### config.mk
export PLATFORM = sky130hd
export DESIGN_NAME = pdomain
export DESIGN_NICKNAME = d
export VERILOG_FILES = /design/src/rtl/pdomain_pkg.sv /design/src/rtl/pd_regfile.sv /design/src/rtl/pdomain.sv
export SDC_FILE = /design/constraint.sdc
export NUM_CORES = 2
export LEC_CHECK = 0
export CAP_MARGIN = 25
export CORE_ASPECT_RATIO = 0.5
export CORE_UTILIZATION = 29
export CTS_BUF_LIST = sky130_fd_sc_hd__clkbuf_8
export DETAILED_ROUTE_END_ITERATION = 10
export PLACE_DENSITY = 0.45
export SYNTH_ARGS = -nofsm -noshare
export SYNTH_HDL_FRONTEND = slang
export SYNTH_SLANG_ARGS = --single-unit
### constraint.sdc
create_clock -name clk -period 5.9 [get_ports clk]
set_input_delay 1.18 -clock clk [delete_from_list [all_inputs] [get_ports clk]]
set_output_delay 1.18 -clock clk [all_outputs]
set_load 0.02 [all_outputs]
### src/rtl/pdomain_pkg.sv
// Shared types for the processing domain: run-control state encoding and
// synchroniser depth.
package pdomain_pkg;

    typedef enum logic [1:0] {
        PD_SCRUB = 2'd0,
        PD_HALT  = 2'd1,
        PD_RUN   = 2'd2,
        PD_DRAIN = 2'd3
    } pd_state_t;

    localparam int unsigned PD_SYNC_STAGES = 2;

endpackage

### src/rtl/pd_regfile.sv
// Register file: NREGS x XLEN, one write port, NPORTS registered read ports.
// A read of the index being written in the same cycle returns the new data.
module pd_regfile
    import pdomain_pkg::*;
#(
    parameter int unsigned XLEN   = 64,
    parameter int unsigned NREGS  = 32,
    parameter int unsigned NPORTS = 3,
    parameter int unsigned RW     = $clog2(NREGS)
) (
    input  logic                   clk,
    input  logic                   reset_n,
    input  logic                   we,
    input  logic [RW-1:0]          wsel,
    input  logic [XLEN-1:0]        wdata,
    input  logic [NPORTS*RW-1:0]   rsel,
    output logic [NPORTS*XLEN-1:0] rdata
);

    logic [XLEN-1:0] mem [NREGS];

    // Storage array; contents are cleared by the scrub sequence, not by reset
    always_ff @(posedge clk) begin
        if (we) begin
            mem[wsel] <= wdata;
        end
    end

    // Registered read ports with write-through bypass
    always_ff @(posedge clk or negedge reset_n) begin
        if (!reset_n) begin
            rdata <= '0;
        end else begin
            for (int i = 0; i < NPORTS; i++) begin
                rdata[i*XLEN +: XLEN] <= (we && (wsel == rsel[i*RW +: RW])) ?
                                         wdata : mem[rsel[i*RW +: RW]];
            end
        end
    end

endmodule

### src/rtl/pdomain.sv
// Processing domain: pc_inhibit synchroniser, scrub/halt/run/drain run control,
// register-file write arbitration and an optional halted-only debug port.
// Define PDOMAIN_DBG_EN to enable the debug port; otherwise its outputs are 0.
module pdomain
    import pdomain_pkg::*;
#(
    parameter int unsigned XLEN  = 64,
    parameter int unsigned NREGS = 32,
    parameter int unsigned NRD   = 2,
    localparam int unsigned RW   = $clog2(NREGS)
) (
    input  logic                clk,
    input  logic                reset_n,
    input  logic                pc_inhibit,
    input  logic                core_idle,
    output logic                core_run,
    output logic [1:0]          state,
    output logic                scrub_done,
    input  logic                wb_valid,
    input  logic [RW-1:0]       wb_sel,
    input  logic [XLEN-1:0]     wb_data,
    output logic                wb_ready,
    input  logic [NRD*RW-1:0]   rd_sel,
    output logic [NRD*XLEN-1:0] rd_data,
    input  logic                dbg_valid,
    input  logic                dbg_we,
    input  logic [RW-1:0]       dbg_sel,
    input  logic [XLEN-1:0]     dbg_wdata,
    output logic                dbg_ready,
    output logic [XLEN-1:0]     dbg_rdata,
    output logic                dbg_rvalid
);

`ifdef PDOMAIN_DBG_EN
    localparam bit DbgEn = 1'b1;
`else
    localparam bit DbgEn = 1'b0;
`endif

    pd_state_t                 state_q;
    logic [RW-1:0]             scrub_cnt_q;
    logic                      scrub_done_q;
    logic                      core_run_q;
    logic                      wb_ready_q;
    logic                      dbg_ready_q;
    logic                      dbg_rvalid_q;
    logic [PD_SYNC_STAGES-1:0] sync_q;
    logic                      inh_s;
    logic                      dbg_rd;
    logic                      dbg_wr;
    logic                      rf_we;
    logic [RW-1:0]             rf_wsel;
    logic [XLEN-1:0]           rf_wdata;
    logic [(NRD+1)*XLEN-1:0]   rf_rdata;

    assign inh_s  = sync_q[PD_SYNC_STAGES-1];
    // dbg_ready_q is only ever set in HALT with the debug port enabled
    assign dbg_wr = dbg_valid & dbg_ready_q & dbg_we;
    assign dbg_rd = dbg_valid & dbg_ready_q & ~dbg_we;

    // Synchronise pc_inhibit; resets to "inhibited"
    always_ff @(posedge clk or negedge reset_n) begin
        if (!reset_n) begin
            sync_q <= '1;
        end else begin
            sync_q <= {sync_q[PD_SYNC_STAGES-2:0], pc_inhibit};
        end
    end

    // Run-control FSM; outputs are registered alongside the state they decode
    always_ff @(posedge clk or negedge reset_n) begin
        if (!reset_n) begin
            state_q      <= PD_SCRUB;
            scrub_cnt_q  <= '0;
            scrub_done_q <= 1'b0;
            core_run_q   <= 1'b0;
            wb_ready_q   <= 1'b0;
            dbg_ready_q  <= 1'b0;
        end else begin
            unique case (state_q)
                PD_SCRUB: begin
                    if (scrub_cnt_q == RW'(NREGS - 1)) begin
                        state_q      <= PD_HALT;
                        scrub_done_q <= 1'b1;
                        dbg_ready_q  <= DbgEn;
                    end else begin
                        scrub_cnt_q <= scrub_cnt_q + 1'b1;
                    end
                end
                PD_HALT: begin
                    if (!inh_s) begin
                        state_q     <= PD_RUN;
                        core_run_q  <= 1'b1;
                        wb_ready_q  <= 1'b1;
                        dbg_ready_q <= 1'b0;
                    end
                end
                PD_RUN: begin
                    if (inh_s) begin
                        state_q    <= PD_DRAIN;
                        core_run_q <= 1'b0;
                    end
                end
                PD_DRAIN: begin
                    // Always via HALT, even if inhibit has already dropped
                    if (core_idle) begin
                        state_q     <= PD_HALT;
                        wb_ready_q  <= 1'b0;
                        dbg_ready_q <= DbgEn;
                    end
                end
            endcase
        end
    end

    // Debug read data is valid for exactly the cycle after acceptance
    always_ff @(posedge clk or negedge reset_n) begin
        if (!reset_n) begin
            dbg_rvalid_q <= 1'b0;
        end else begin
            dbg_rvalid_q <= dbg_rd;
        end
    end

    // Single write port: source is selected by state, which makes sources exclusive
    always_comb begin
        rf_we    = 1'b0;
        rf_wsel  = '0;
        rf_wdata = '0;
        unique case (state_q)
            PD_SCRUB: begin
                rf_we   = 1'b1;
                rf_wsel = scrub_cnt_q;
            end
            PD_HALT: begin
                rf_we    = dbg_wr;
                rf_wsel  = dbg_sel;
                rf_wdata = dbg_wdata;
            end
            PD_RUN, PD_DRAIN: begin
                rf_we    = wb_valid;
                rf_wsel  = wb_sel;
                rf_wdata = wb_data;
            end
        endcase
    end

    pd_regfile #(
        .XLEN   (XLEN),
        .NREGS  (NREGS),
        .NPORTS (NRD + 1),
        .RW     (RW)
    ) u_regfile (
        .clk     (clk),
        .reset_n (reset_n),
        .we      (rf_we),
        .wsel    (rf_wsel),
        .wdata   (rf_wdata),
        .rsel    ({dbg_sel, rd_sel}),
        .rdata   (rf_rdata)
    );

    assign state      = state_q;
    assign core_run   = core_run_q;
    assign scrub_done = scrub_done_q;
    assign wb_ready   = wb_ready_q;
    assign rd_data    = rf_rdata[NRD*XLEN-1:0];
    assign dbg_ready  = dbg_ready_q;
    assign dbg_rvalid = dbg_rvalid_q;
    assign dbg_rdata  = DbgEn ? rf_rdata[NRD*XLEN +: XLEN] : '0;

endmodule

=== After elaboration in Yosys (flattened, before gate mapping) ===
Memories as Yosys holds them, arrays and structs flattened. A register that Yosys moved wholly into a read port is not among the register bits.
Index checks and enable logic that the tools add are counted.
Widths: inputs -> output; s select.

* Register bits: 14
* Bits in writable memories: 2048
* Input bits: 155
* Output and inout port bits: 199
* Word-level logic and storage cells: 54
* Memories: 1

{| class="wikitable"
|+ Memory list
! memory !! depth !! width !! rd ports !! clocked after memory_dff !! write ports !! RTL line !! RTL
|-
| u_regfile.mem || 32 || 64 || 2 || 2 || 1 || pd_regfile.sv:20 || <nowiki>logic [XLEN-1:0] mem [NREGS];</nowiki>
|}

* Add/subtract/negate cells: 1
* Eq/ne operators: 8
* Mux-type cells: 18
* Bitwise gates (word level): 5
* Reductions and logical operators: 13

{| class="wikitable"
|+ Operator list
! operator !! count
|-
| $pmux 64 s2 || 1
|-
| $pmux 5 s3 || 1
|-
| $mux 2 || 4
|-
| $ne 2x2->1 const B || 4
|-
| $pmux 2 s4 || 1
|-
| $reduce_and 4->1 || 2
|-
| $mux 1 || 7
|-
| $pmux 1 s3 || 2
|-
| $reduce_and 3->1 || 2
|-
| $add 5x1->5 const B || 1
|-
| $eq 5x5->1 const B || 1
|-
| $eq 2x2->1 const B || 2
|-
| $pmux 1 s2 || 2
|-
| $reduce_and 2->1 || 2
|-
| $reduce_bool 2->1 || 2
|-
| $and 1x1->1 || 3
|-
| $reduce_bool 3->1 || 1
|-
| $eq 2x1->1 const B || 1
|-
| $logic_not 1->1 || 2
|-
| $logic_not 2->1 || 1
|-
| $not 1->1 || 2
|-
| $reduce_or 2->1 || 1
|}

=== Depth between registers and ports, before layout ===
* Depth after elaboration: 5
* Mapped depth: 11
* Gate-level depth less buffers: 8

=== Cells and area by module ===
Synthesis repeated with hierarchy kept, for this count alone.

* Cells, all modules: 7049
* Area, all modules: 118746.4 um^2

{| class="wikitable"
|+ By module, submodules not included
! module !! instances !! cells an instance !! area an instance (um^2) !! sequential area each (um^2)
|-
| pd_regfile || 1 || 6765 || 116738.2 || 66303.6
|-
| pdomain || 1 || 284 || 2008.2 || 302.8
|}

=== Worst setup path before layout ===
OpenSTA, ideal clock, no wires.

* Path type: input -> register
* From: in dbg_sel[0]
* To: mem u_regfile.mem[12][0] (enable)
* Setup time: 487 ps
* Arrival: 4676 ps
* Data required time: 5413 ps
* Path slack: 737 ps
* Stages on the path: 5
* Buffers on the path: 1
* Cell sequence: a21oi_1 a21oi_1 or3_1 clkbuf_1 nor2_1

* Longest elaborated chain between the ends: 1

{| class="wikitable"
|+ RTL lines
! what !! RTL line !! RTL
|-
| start, declared || pdomain.sv:27 || <nowiki>input logic [RW-1:0] dbg_sel,</nowiki>
|-
| $pmux 5 s3 || pdomain.sv:130 || <nowiki>unique case (state_q)</nowiki>
|-
| end, declared || pd_regfile.sv:20 ||
|}

No other way between the ends.

=== Worst setup path in the final report ===
* From: reg state_q[0] (netlist: state[0])
* To: mem u_regfile.mem[22][15] (enable)

* Longest elaborated chain between the ends: 5
* Elaborated cells on any way between the ends: 9
* Those cells by class: eq/ne (3); mux (4); reduce/logical (2)

{| class="wikitable"
|+ RTL lines
! what !! RTL line !! RTL
|-
| start, declared || pdomain.sv:40 || <nowiki>pd_state_t state_q;</nowiki>
|-
| start signal, assigned || pdomain.sv:73 || <nowiki>state_q <= PD_SCRUB;</nowiki>
|-
| start signal, assigned || pdomain.sv:83 || <nowiki>state_q <= PD_HALT;</nowiki>
|-
| start signal, assigned || pdomain.sv:92 || <nowiki>state_q <= PD_RUN;</nowiki>
|-
| $eq 2x2->1 || pdomain.sv:130 ||
|-
| $reduce_or 2->1 || pdomain.sv:130 ||
|-
| $pmux 1 s3 || pdomain.sv:130 ||
|-
| $mux 1 || pd_regfile.sv:24 || <nowiki>if (we) begin</nowiki>
|-
| $mux 1 (not written as such) || pd_regfile.sv:25 || <nowiki>mem[wsel] <= wdata;</nowiki>
|}

Several ways; a longest one is shown, not always the timed one.

==> impl_metrics.toml <==
[global_route]
grt_pass1_wl_mm = 454
grt_pass1_vias = 57660
gr-usage-met1 = 0.253
track_usage = 0.185
antenna_found_initial = 3
grt_max_degree = 96
busiest_layer = "met2"
grt.overflow.total = 0
use_met3 = 0.0263
gr-usage-met2 = 0.311

[placed_design]
port_buffers = 285
gp_congestion = 0.748
dp_slack_ns = 1.30
dp.cells = 9319
post-dp-hpwl_mm = 176
dpl-instance-area_mm2 = 0.110

[yosys]
synth_area_per_cell_um2 = 22.0
synth_edf_count = 2048
synthFlopType = "edfxtp_1"
ys_warn_count = 0
yosys.area.top_type = "edfxtp_1"
synth.area.top_cells = "edfxtp_1 61%, mux4_2 28%, dfrtp_1 3.4%, mux2i_1 2.2%, buf_4 0.72%"
synth_area_mm2 = 0.100
synth_top_area_frac = 0.612
syn_inst = 4574
yosysSeqAreaShare = 0.647
yosys.cell_types.count = 49
ys_async_sr_fraction = 0.0640
ys_ff_latch = 2188

[floorplanning]
die_w_um = 834
die_height_um = 418
start_util = 0.292
pin_count = 354
core-area_mm2 = 0.344
std_cell_rows = 152
dieArea_mm2 = 0.349

[routing]
dr.pass1.iters = 5
wl_per_cell_um = 32.8
routed_wl_mm = 327
drt-initial-drc-count = 5229
drc_errors = 0
drtAntennaViolNets = 0
vias_per_cell = 5.28
vias = 52693

[pwr]
seqPwrFrac = 0.484
p_int_uw = 31600
switching_share = 0.322
combPwrFrac = 0.248
pwr-share-clk = 0.268
power_density_mw_per_mm2 = 399
p_leak_uw = 0.0371
fin_total_pwr_uw = 46600
p_sw_uw = 15000
ir_drop_mv = 0.278

[clocking]
cts_inserted_buffers = 361
clock_path_buffers = 4
cts_resized = 0
clk_latency_ns = 1.03
cts_setup_buffers = 0
clk_pin_slew_ns = 0.06
cts_tree = "done"
htree_levels = 5
ctsHoldBuffers = 1
cts_root_buffer = "clkbuf_8"
cts_sinks = 2188

[worst_setup_path]
crit_top_cell = "a21oi_1"
required_ns = 6.50
timing.rr.start = "state[0]"
cp_max_fo = 51
crit_start = "state[0]"
worstSetupEndpointType = "register"
path_cells = "inv_1 -> ha_4 -> buf_4 -> a21oi_1 -> a21oi_1 -> nand3_1 -> nor2_4 -> buf_12"
path_class = "reg2reg"
critical-path-max-stage-delay_ns = 0.76
cp_slowest_cell = "a21oi_1"
critPathArrivalTime_ns = 4.81
cp-start-kind = "register"

[flow_run]
drv_cap = 0

[sta]
slew_headroom = 0.327
grt_setup_unrepaired = "no"
fin_crit_sh = 0.712
hold_viol_final = 0
clock_skew_ns = 0.0727
max_clock_freq_ghz = 0.238
drv_slew = 0
worst_pin_slew_ns = 1.01
fin_ws_ns = 1.70
setup_viol = 0
layout_min_cycle_time_ns = 4.20
final.setup.tns_ns = 0

[worst_hold_path]
min-delay-start = "sync_q[0]"
worstHoldPathType = "reg2reg"

[status]
status = "finished clean"

[cells_and_area]
area_growth_pct = 16.2
layout_common_cells = "2048 x edfxtp_1, 1248 x mux4_2, 373 x clkbuf_8"
layout_commonest_cell = "edfxtp_1"
drive_gt1_frac = 0.371
fillers = 32186
finalInstanceArea_mm2 = 0.117
final_cells = 9972
fin_nets = 5228
-- cell usage after synthesis (42+ instances only) --
cell and instances:
nor2_1 59, inv_1 58, buf_1 42, buf_4 96, dfrtp_1 138, nand2_1 120, mux2i_1 222, a21o_1 50
clkbuf_1 149, mux2_2 47, buf_2 114, mux4_2 1248, edfxtp_1 2048
-- per-stage QoR --
stage	util	hold slack [ns]
floorplan	-	0.345
global placement	0.320	0.347
detailed placement	0.320	0.356
CTS	0.339	0.364
global route	0.339	0.365
finish	0.339	0.364
-- registers in the layout (all words and copies together), names as in the netlist --
name	count
state	2
wb_ready	1
core_run	1
u_regfile.rdata	128
u_regfile.mem	2048
sync_q	2
scrub_cnt_q	5
scrub_done	1
-- layer usage --
layer  up-vias  wire (µm)
met5         -          0
li1      20904          -
met2      1809     161000
met3       487      16000
met4         0       8500
met1     29493     141000
-- power groups by stage --
stage	sequential (µW)	clock, µW	combinational, µW
6_report	22500	12500	11600
5_1_grt	22700	13500	12200
4_1_cts	22500	12800	11700
3_5_place_dp	22900	0	11700
3_3_place_gp	22700	0	11300
2_1_floorplan	23000	0	5790
-- layout make-up --
cell class	count	area (µm²)	area share
Multi-Input combinational cell	1981	33700	0.288
Clock inverter	277	1330	0.0114
Timing Repair Buffer	475	5560	0.0477
Clock buffer	371	5110	0.0438
Tap cell	4620	5780	0.0495
Antenna cell	1	2.50	0.0000214
Inverter	59	221	0.00190
Sequential cell	2188	65000	0.557
-- kinds of logic (layout without fill, tap and decap cells) --
family | Yosys count | after routing | synth area share
compound gates | 153 | 153 | 0.0108
simple gates | 225 | 225 | 0.00944
buf+inv | 470 | 1182 | 0.0233
mux | 1517 | 1517 | 0.307
xor+xnor | 13 | 13 | 0.00113
flops | 2188 | 2188 | 0.647
fa+ha+maj | 7 | 7 | 0.000872
other cells | 1 | 67 | 0.0000373
-- final timing paths --
path | endpoint | slack [ns] | depth (start not counted)
worst max-delay path | u_regfile.mem[22][15] | 1.70 | 8
worst min-delay path | sync_q[1] | 0.36 | 0
worst max register to register | u_regfile.mem[22][15] | 1.70 | 8
worst min register to register | sync_q[1] | 0.36 | 0
max in group asynchronous | u_regfile.rdata[57] | 4.20 | 3
min in group asynchronous | u_regfile.rdata[78] | 0.63 | 2
-- worst max-delay path: cells and delay by family (launching register included) --
kind            cells  cell delay, ns
fa+ha+maj           1            0.38
simple gates        2            0.82
buf+inv             3            1.14
flops               1            0.45
compound gates      2            0.85
(Power assumes the default switching activity.)
